### src/rtl/fifo_rd_burst_ctrl_if.sv
// Handshake bundle between the FIFO read-side burst controller, its FIFO and the SDRAM controller.
// The master modport is the burst controller's view; slave is the surrounding environment.
interface fifo_rd_burst_ctrl_if #(
    parameter int WIDTH  = 8,
    parameter int ADDR_W = 12
);
    logic              enable;
    logic              addr_load;
    logic [ADDR_W-1:0] addr_init;
    logic              fifo_empty;
    logic              fifo_rd_en;
    logic [WIDTH-1:0]  fifo_rd_data;
    logic              cmd_req;
    logic [ADDR_W-1:0] cmd_addr;
    logic              cmd_ack;
    logic [WIDTH-1:0]  wdata;
    logic              wdata_valid;
    logic              wdata_ready;
    logic              busy;
    logic              burst_done;

    modport master (
        input  enable, addr_load, addr_init, fifo_empty, fifo_rd_data, cmd_ack, wdata_ready,
        output fifo_rd_en, cmd_req, cmd_addr, wdata, wdata_valid, busy, burst_done
    );

    modport slave (
        output enable, addr_load, addr_init, fifo_empty, fifo_rd_data, cmd_ack, wdata_ready,
        input  fifo_rd_en, cmd_req, cmd_addr, wdata, wdata_valid, busy, burst_done
    );
endinterface

### src/rtl/fifo_rd_burst_ctrl.sv
// Drains BURST_LEN words from the async FIFO read side into a local buffer, requests an SDRAM
// write burst at the current address, streams the words out with valid/ready, then advances.
module fifo_rd_burst_ctrl #(
    parameter int WIDTH     = 8,
    parameter int BURST_LEN = 4,
    parameter int ADDR_W    = 12,
    parameter int CNT_W     = 3
) (
    input  logic                 clk,
    input  logic                 rst,
    fifo_rd_burst_ctrl_if.master bus
);
    localparam int              IDX_W  = (BURST_LEN > 1) ? $clog2(BURST_LEN) : 1;
    localparam logic [CNT_W-1:0] LEN_C  = CNT_W'(BURST_LEN);
    localparam logic [CNT_W-1:0] LAST_C = CNT_W'(BURST_LEN - 1);

    typedef enum logic [1:0] {
        IDLE,
        FILL,
        REQ,
        SEND
    } state_t;

    state_t            state;
    state_t            state_nxt;
    logic [CNT_W-1:0]  issued;
    logic [CNT_W-1:0]  rcv;
    logic [CNT_W-1:0]  snd;
    logic [ADDR_W-1:0] addr;
    logic              vld_p1;
    logic [WIDTH-1:0]  burst_buf [BURST_LEN];

    logic pop;
    logic req;
    logic wvalid;
    logic accept;
    logic done;

    function automatic logic [ADDR_W-1:0] addr_advance(input logic [ADDR_W-1:0] a);
        return a + ADDR_W'(BURST_LEN);
    endfunction

    always_ff @(posedge clk) begin
        if (rst) begin
            state <= IDLE;
        end else begin
            state <= state_nxt;
        end
    end

    // Leave FILL on the same edge that captures the last word.
    always_comb begin
        state_nxt = state;
        pop       = 1'b0;
        req       = 1'b0;
        wvalid    = 1'b0;
        accept    = 1'b0;
        done      = 1'b0;
        case (state)
            IDLE: begin
                if (bus.enable) begin
                    state_nxt = FILL;
                end
            end
            FILL: begin
                pop = !bus.fifo_empty && (issued < LEN_C);
                if (vld_p1 && (rcv == LAST_C)) begin
                    state_nxt = REQ;
                end
            end
            REQ: begin
                req = 1'b1;
                if (bus.cmd_ack) begin
                    state_nxt = SEND;
                end
            end
            SEND: begin
                wvalid = 1'b1;
                accept = bus.wdata_ready;
                if (accept && (snd == LAST_C)) begin
                    done      = 1'b1;
                    state_nxt = bus.enable ? FILL : IDLE;
                end
            end
            default: state_nxt = IDLE;
        endcase
    end

    // Stage p0 -> p1: a pop accepted now delivers its word on fifo_rd_data next cycle.
    always_ff @(posedge clk) begin
        if (rst) begin
            issued <= '0;
            rcv    <= '0;
            snd    <= '0;
            vld_p1 <= 1'b0;
            addr   <= '0;
        end else begin
            vld_p1 <= pop;
            if (pop) begin
                issued <= issued + CNT_W'(1);
            end
            if (vld_p1) begin
                rcv <= rcv + CNT_W'(1);
            end
            if (accept) begin
                snd <= snd + CNT_W'(1);
            end
            if (done) begin
                issued <= '0;
                rcv    <= '0;
                snd    <= '0;
                addr   <= addr_advance(addr);
            end
            if ((state == IDLE) && bus.addr_load) begin
                addr <= bus.addr_init;
            end
        end
    end

    // Stage p1: capture the FIFO word into the burst buffer in arrival order.
    always_ff @(posedge clk) begin
        if (vld_p1) begin
            burst_buf[rcv[IDX_W-1:0]] <= bus.fifo_rd_data;
        end
    end

    assign bus.fifo_rd_en  = pop;
    assign bus.cmd_req     = req;
    assign bus.cmd_addr    = addr;
    assign bus.wdata_valid = wvalid;
    assign bus.wdata       = wvalid ? burst_buf[snd[IDX_W-1:0]] : '0;
    assign bus.busy        = (state != IDLE);
    assign bus.burst_done  = done;
endmodule

### src/flat_wrapper.sv
// flat-port wrapper written by rule: the top's interface ports become plain ports
module fifo_rd_burst_ctrl_flat 
#(
    parameter int WIDTH     = 8,
    parameter int BURST_LEN = 4,
    parameter int ADDR_W    = 12,
    parameter int CNT_W     = 3
)
  (clk, rst, bus_enable, bus_addr_load, bus_addr_init, bus_fifo_empty, bus_fifo_rd_data, bus_cmd_ack, bus_wdata_ready, bus_fifo_rd_en, bus_cmd_req, bus_cmd_addr, bus_wdata, bus_wdata_valid, bus_busy, bus_burst_done);
  fifo_rd_burst_ctrl_if #(.WIDTH(WIDTH), .ADDR_W(ADDR_W)) bus_i ();
  input  logic clk;
  input  logic rst;
  input wire logic [$bits(bus_i.enable)-1:0] bus_enable;
  input wire logic [$bits(bus_i.addr_load)-1:0] bus_addr_load;
  input wire logic [$bits(bus_i.addr_init)-1:0] bus_addr_init;
  input wire logic [$bits(bus_i.fifo_empty)-1:0] bus_fifo_empty;
  input wire logic [$bits(bus_i.fifo_rd_data)-1:0] bus_fifo_rd_data;
  input wire logic [$bits(bus_i.cmd_ack)-1:0] bus_cmd_ack;
  input wire logic [$bits(bus_i.wdata_ready)-1:0] bus_wdata_ready;
  output wire logic [$bits(bus_i.fifo_rd_en)-1:0] bus_fifo_rd_en;
  output wire logic [$bits(bus_i.cmd_req)-1:0] bus_cmd_req;
  output wire logic [$bits(bus_i.cmd_addr)-1:0] bus_cmd_addr;
  output wire logic [$bits(bus_i.wdata)-1:0] bus_wdata;
  output wire logic [$bits(bus_i.wdata_valid)-1:0] bus_wdata_valid;
  output wire logic [$bits(bus_i.busy)-1:0] bus_busy;
  output wire logic [$bits(bus_i.burst_done)-1:0] bus_burst_done;
  assign bus_i.enable = bus_enable;
  assign bus_i.addr_load = bus_addr_load;
  assign bus_i.addr_init = bus_addr_init;
  assign bus_i.fifo_empty = bus_fifo_empty;
  assign bus_i.fifo_rd_data = bus_fifo_rd_data;
  assign bus_i.cmd_ack = bus_cmd_ack;
  assign bus_i.wdata_ready = bus_wdata_ready;
  assign bus_fifo_rd_en = bus_i.fifo_rd_en;
  assign bus_cmd_req = bus_i.cmd_req;
  assign bus_cmd_addr = bus_i.cmd_addr;
  assign bus_wdata = bus_i.wdata;
  assign bus_wdata_valid = bus_i.wdata_valid;
  assign bus_busy = bus_i.busy;
  assign bus_burst_done = bus_i.burst_done;
  fifo_rd_burst_ctrl #(.WIDTH(WIDTH), .BURST_LEN(BURST_LEN), .ADDR_W(ADDR_W), .CNT_W(CNT_W)) u_core (.clk(clk), .rst(rst), .bus(bus_i));
endmodule
### config.mk
export PLATFORM = sky130hd
export DESIGN_NAME = fifo_rd_burst_ctrl_flat
export DESIGN_NICKNAME = d
export VERILOG_FILES = /design/src/rtl/fifo_rd_burst_ctrl_if.sv /design/src/rtl/fifo_rd_burst_ctrl.sv /design/src/flat_wrapper.sv
export SDC_FILE = /design/constraint.sdc
export NUM_CORES = 1
export LEC_CHECK = 0
export BUFFER_PORTS_ARGS = -buffer_cell sky130_fd_sc_hd__buf_2
export CAP_MARGIN = 10
export CORE_MARGIN = 2
export CORE_UTILIZATION = 54
export DETAILED_ROUTE_END_ITERATION = 8
export PLACE_DENSITY_LB_ADDON = 0.25
export REMOVE_ABC_BUFFERS = 1
export SLEW_MARGIN = 20
export SYNTH_ARGS = -nofsm -noshare
export SYNTH_HDL_FRONTEND = slang
export SYNTH_SLANG_ARGS = --single-unit
### constraint.sdc
create_clock -name clk -period 1.75 [get_ports clk]
set_input_delay 0.175 -clock clk [delete_from_list [all_inputs] [get_ports clk]]
set_output_delay 0.175 -clock clk [all_outputs]
set_load 0.01 [all_outputs]
Yosys cells after proc, flatten, opt, wreduce, memory -nomap -nowiden
Memory sizes are Yosys's and may differ from the RTL's. A register that Yosys moved wholly into a read port is not among the register bits.
Index checks and enable logic that the tools add are counted.
{"block": "totals", "register_bits": 24, "ram_bits": 32, "in_bits": 27, "output_inout_bits": 25, "elab_cells": 50, "n_memories": 1}
{"block": "op_classes", "add_sub_neg": 4, "order_cmp": 1, "n_eq_ne": 9, "n_mux": 19, "reduce_logical": 10}
{"name": "u_core.burst_buf", "depth": 4, "word_bits": 8, "read_ports": 1, "rd_ports_with_merged_regs": 1, "write_ports": 1, "line": "fifo_rd_burst_ctrl.sv:31", "text": "logic [WIDTH-1:0] burst_buf [BURST_LEN];"}
{"cell": "12-bit two-way mux", "count": 2}
{"cell": "12-bit by 3-bit adder with 12-bit output, second input constant", "count": 1}
{"cell": "2-bit two-way mux", "count": 6}
{"cell": "3-bit by 1-bit adder with 3-bit output, second input constant", "count": 3}
{"cell": "1-bit two-way mux", "count": 9}
{"cell": "8-bit two-way mux", "count": 1}
{"cell": "2-bit one-hot mux with 4 select lines", "count": 1}
{"cell": "3-bit by 2-bit equality test with 1-bit output, second input constant", "count": 2}
{"cell": "2-bit equality test, second input constant", "count": 2}
{"cell": "1-bit logical AND", "count": 4}
{"cell": "2-bit by 1-bit inequality test with 1-bit output, second input constant", "count": 2}
{"cell": "2-bit inequality test, second input constant", "count": 2}
{"cell": "4-bit AND reduction", "count": 1}
{"cell": "2-bit nonzero test", "count": 2}
{"cell": "3-bit less-than comparator, second input constant", "count": 1}
{"cell": "2-bit by 1-bit equality test with 1-bit output, second input constant", "count": 1}
{"cell": "2-bit logical NOT", "count": 1}
{"cell": "2-bit OR reduction", "count": 1}
{"cell": "1-bit logical NOT", "count": 1}

Depth between registers and ports, before layout
{"block": "logic_depth", "ltp_word": 6, "mapped_depth": 7, "ltp_nobuf": 7}

Worst setup path before layout
No wires, ideal clock.
{"block": "synth_timing", "path_type": "flip-flop to flip-flop", "from": "register u_core.state[1]", "to": "register u_core.addr[5] (netlist: u_core.bus.cmd_addr[5])", "setup_ns": 0.086, "arrival_ns": 1.536, "required_ns": 1.664, "path_slack_ns": 0.129, "stages_incl_launch_ff": 7, "path_buffers": 0, "period_less_slack_ns": 1.621, "cell_sequence": "dfxtp_1 -> ha_1 -> nand3_1 -> inv_2 -> nand4_1 -> xor2_1 -> a211oi_1"}
{"block": "synth_between", "elab_chain_len": 3, "word_cells_on_any_way": 6, "classes_between": "eq/ne (1); mux (2); reduce/logical (3)"}
{"element": "from (decl)", "line": "fifo_rd_burst_ctrl.sv:24", "text": "state_t state;"}
{"element": "from (signal assigned)", "line": "fifo_rd_burst_ctrl.sv:47", "text": "state <= state_nxt;"}
{"element": "2-bit equality test", "line": "fifo_rd_burst_ctrl.sv:59", "text": "case (state)"}
{"element": "1-bit two-way mux", "line": "fifo_rd_burst_ctrl.sv:59"}
{"element": "named net bus_burst_done", "line": "flat_wrapper.sv:26", "text": "output wire logic [$bits(bus_i.burst_done)-1:0] bus_burst_done;"}
{"element": "2-bit nonzero test (no source line)"}
{"element": "to (signal assigned)", "line": "fifo_rd_burst_ctrl.sv:112", "text": "addr <= addr_advance(addr);"}
{"element": "to (signal assigned)", "line": "fifo_rd_burst_ctrl.sv:115", "text": "addr <= bus.addr_init;"}
{"element": "to (decl)", "line": "fifo_rd_burst_ctrl.sv:29", "text": "logic [ADDR_W-1:0] addr;"}
The timed path passes the listed nets, and every way through them passes these cells.
A chain may end at the register's enable or synchronous reset.

==> impl_metrics.yaml <==
status:
  status: "finished with violations"
  violations: "negative setup slack"
timing:
  period_share_pct: 100
  finalClockSkew_ns: 0.00712
  hold_viol: 0
  finalSetupViolations: 3
  slew-limit-headroom_pct: 71.1
  rsz0062_at_grt: "true"
  period_minus_slack_ns: 1.76
  tightestPinTransition_ns: 0.433
  fmax_mhz: 569
  fin_ws_ns: -0.00840
  drv_slew: 0
power_and_ir_drop:
  p_int_mw: 2.76
  p_leak_nw: 1.25
  clkPwrFrac_pct: 30.4
  switching_share_pct: 28.7
  ir_drop_uv: 1050
  switching_power_mw: 1.11
  combPwrFrac_pct: 25.6
  power.density_nw_per_um2: 1210
  seqPwrFrac_pct: 44.0
detailed_routing:
  via_per_inst: 5.33
  routed_wl_um: 4430
  antenna_left: 0
  drc: 0
  wire_per_inst_um: 13.9
  drt_first_pass_iters: 4
  vias: 1694
  initialDrtViolationCount: 87
synth:
  synth_top_cell_by_area: "edfxtp_1"
  synth_area_um2: 2570
  yosys_warnings: 0
  synth_edf_count: 32
  synth_area_leaders: "edfxtp_1 37%, dfxtp_1 20%, mux4_2 7.0%"
  synth_async_sr_flop_share_pct: 0
  ys_seq_area_share_pct: 57.6
  synth_ff_type: "edfxtp_1"
  synth_top_area_share_pct: 37.4
  syn_inst: 197
  synth_area_per_cell_um2: 13.1
  ys_ff_latch: 58
  yosysUniqueCellTypes: 36
clock_tree:
  clk_pin_slew_ns: 0.06
  cts.path.max_buffers: 2
  clk_latency_ns: 0.33
  holdBufCountCts: 0
  cts_root_buf: "clkbuf_8"
  cts_buffers: 9
  cts_tree: "done"
  h-tree-depth: 3
  numClockSinks: 58
critical_path:
  arrival_ns: 1.58
  crit_path_top_delay_cell: "mux4_2"
  critPathBufInv: 2
  path_cells: "buf_12, mux4_2, and2_1, buf_2"
  crit_path_max_fanout: 8
  cp-end-kind: "output port"
  crit_required_ns: 1.57
  cp_slowest_stage_delay_ns: 0.50
  r2r_slack_ns: 0.08
  cp-start-kind: "flip-flop"
  path_class: "flip-flop to output port"
  critPathTopFamily: "multiplexers"
grt:
  grt_pass1_vias: 1576
  grt_usage_pct: 18.9
  antenna_found_initial: 0
  grt_remaining_overflow: 0
  grt_pass1_wl_um: 7290
  grt_max_degree: 23
finish:
  ff_latch_area_um2: 1490
  diodes: 0
  instances_no_fill: 318
  finish.net_count: 300
  fill_cells: 350
  multi_input_area_um2: 1040
  drive_gt1_share_pct: 37.5
  syn_to_final_growth_pct: 23.7
die:
  start_util_pct: 55.2
  num_rows: 25
  dieHeight_um: 73.0
  coreArea_um2: 4660
  die_w_um: 73.0
  die_area_um2: 5330
  io_pins: 52
place:
  dpl.hpwl_um: 3050
  gp_congestion: 0.751
  io_buffers: 51
  placedCellCount: 301
  pre_cts_slack_ns: 0.0434
worst_hold_path:
  worst_hold_path_type: "primary input to flip-flop"
job:
  drv_cap: 0
-- power by group through the flow --
stage	Clock, mW	Combinational [mW]	Sequential, mW
floorplan	0	0.531	1.75
global placement	0	0.927	1.71
detailed placement	0	0.944	1.71
CTS	1.20	0.959	1.69
global route	1.27	1.08	1.72
finish	1.18	0.990	1.70
-- sequential cells by signal, indices dropped and copies added, names as in the netlist, named ones only --
signal / cells
u_core.burst_buf: 32
u_core.bus.cmd_addr: 12
u_core.issued: 3
u_core.rcv: 3
u_core.snd: 3
u_core.state: 2
u_core.vld_p1: 1
-- repair_timing --
item / 4_1_cts / 5_1_grt
pin swaps: 8 / 1
setup endpoints to repair: 10 / 15
resized for setup: 3 / 14
buffers inserted: 0 / 1
-- routing by layer --
metal	track usage, %	routed length (µm)	share of wire, %	vias to the layer above
met2	28.4	2130	48	53
met3	6.91	270	6.1	7
li1	-	-	-	838
met4	9.88	76	1.7	0
met1	23.8	1950	44	796
met5	0	0	0	-
-- final timing paths --
check | startpoint | endpoint | cells past startpoint
worst max-delay path | flip-flop | bus_wdata[1] | 4
worst min-delay path | bus_fifo_rd_data[0] | u_core.burst_buf[1][0] | 1
worst max register to register | u_core.state[1] | u_core.state[0] | 6
worst min register to register | u_core.bus.cmd_addr[1] | u_core.bus.cmd_addr[1] | 2
-- metrics by stage --
step                      total power [mW]   TNS, ns  hold WS (ns)  util (%)  cell area (µm²)
after floorplan                       2.29  -0.00422         0.240         -             2540
after global placement                2.64         0         0.392      63.0             2940
after detailed placement              2.66         0         0.394      63.0             2940
after CTS                             3.85    -0.147        0.0425      67.3             3140
after global routing                  4.07    -0.451        0.0437      68.3             3180
final                                 3.87   -0.0111        0.0495      68.3             3180
-- cells by family after synthesis --
kind of cell / share of synthesized area, %
flip-flops: 57.6
AND/OR/NAND/NOR: 13.5
adder cells (fa/ha/maj): 6.81
buffers and inverters: 2.97
AO/OA/AOI/OAI: 7.25
multiplexers: 8.17
XOR/XNOR: 3.75
-- worst register-to-register path, cell delays in order, from the launching register on --
cell,delay (ns)
dfxtp_4,0.37
inv_1,0.07
ha_1,0.21
nor2b_1,0.16
a2111oi_4,0.41
o21ai_1,0.14
a221oi_2,0.23
-- layout make-up --
cell class                      count  area share (%)
Clock buffer                       12            4.56
Clock inverter                      4            1.34
Inverter                           11            1.38
Multi-Input combinational cell    120            32.7
Sequential cell                    58            46.8
Tap cell                           54            2.12
Timing Repair Buffer               59            11.1
-- placed cells by master, fill, tap and decap left out, drive strengths merged --
| cell | netlist | layout |
|---|---|---|
| xnor2 | 8 | 8 |
| a21boi | 1 | 1 |
| ha | 14 | 14 |
| nor3 | 2 | 2 |
| nand4 | 5 | 5 |
| edfxtp | 32 | 32 |
| o21ai | 2 | 2 |
| a211oi | 10 | 10 |
| nor2 | 19 | 19 |
| clkinv | 0 | 3 |
| and2 | 12 | 12 |
| a21oi | 4 | 4 |
| or3 | 1 | 1 |
| xor2 | 3 | 3 |
| or2b | 1 | 1 |
| buf | 2 | 59 |
| a2111oi | 1 | 1 |
| nand3 | 5 | 5 |
| dfxtp | 26 | 26 |
| mux4 | 8 | 8 |
| bufinv | 0 | 1 |
| a221oi | 1 | 1 |
| nor3b | 1 | 1 |
| nor4 | 2 | 2 |
| nand2 | 10 | 10 |
| nor2b | 3 | 3 |
| mux2i | 3 | 3 |
| a31oi | 1 | 1 |
| clkbuf | 6 | 12 |
| inv | 11 | 11 |
| a311oi | 3 | 3 |
-- synth_stat cells (2+ instances only) --
| cell | count |
|---|---|
| clkbuf_1 | 6 |
| nor4_2 | 2 |
| mux2i_1 | 3 |
| a311oi_1 | 3 |
| dfxtp_1 | 26 |
| nor2b_1 | 3 |
| a211oi_1 | 9 |
| xor2_1 | 3 |
| mux4_2 | 8 |
| nand2_1 | 10 |
| nand4_1 | 3 |
| and2_1 | 12 |
| inv_1 | 10 |
| a21oi_1 | 4 |
| xnor2_1 | 8 |
| nor2_1 | 19 |
| edfxtp_1 | 32 |
| nand3_1 | 5 |
| ha_1 | 14 |
Note: power is estimated with default switching activity, not from simulation.
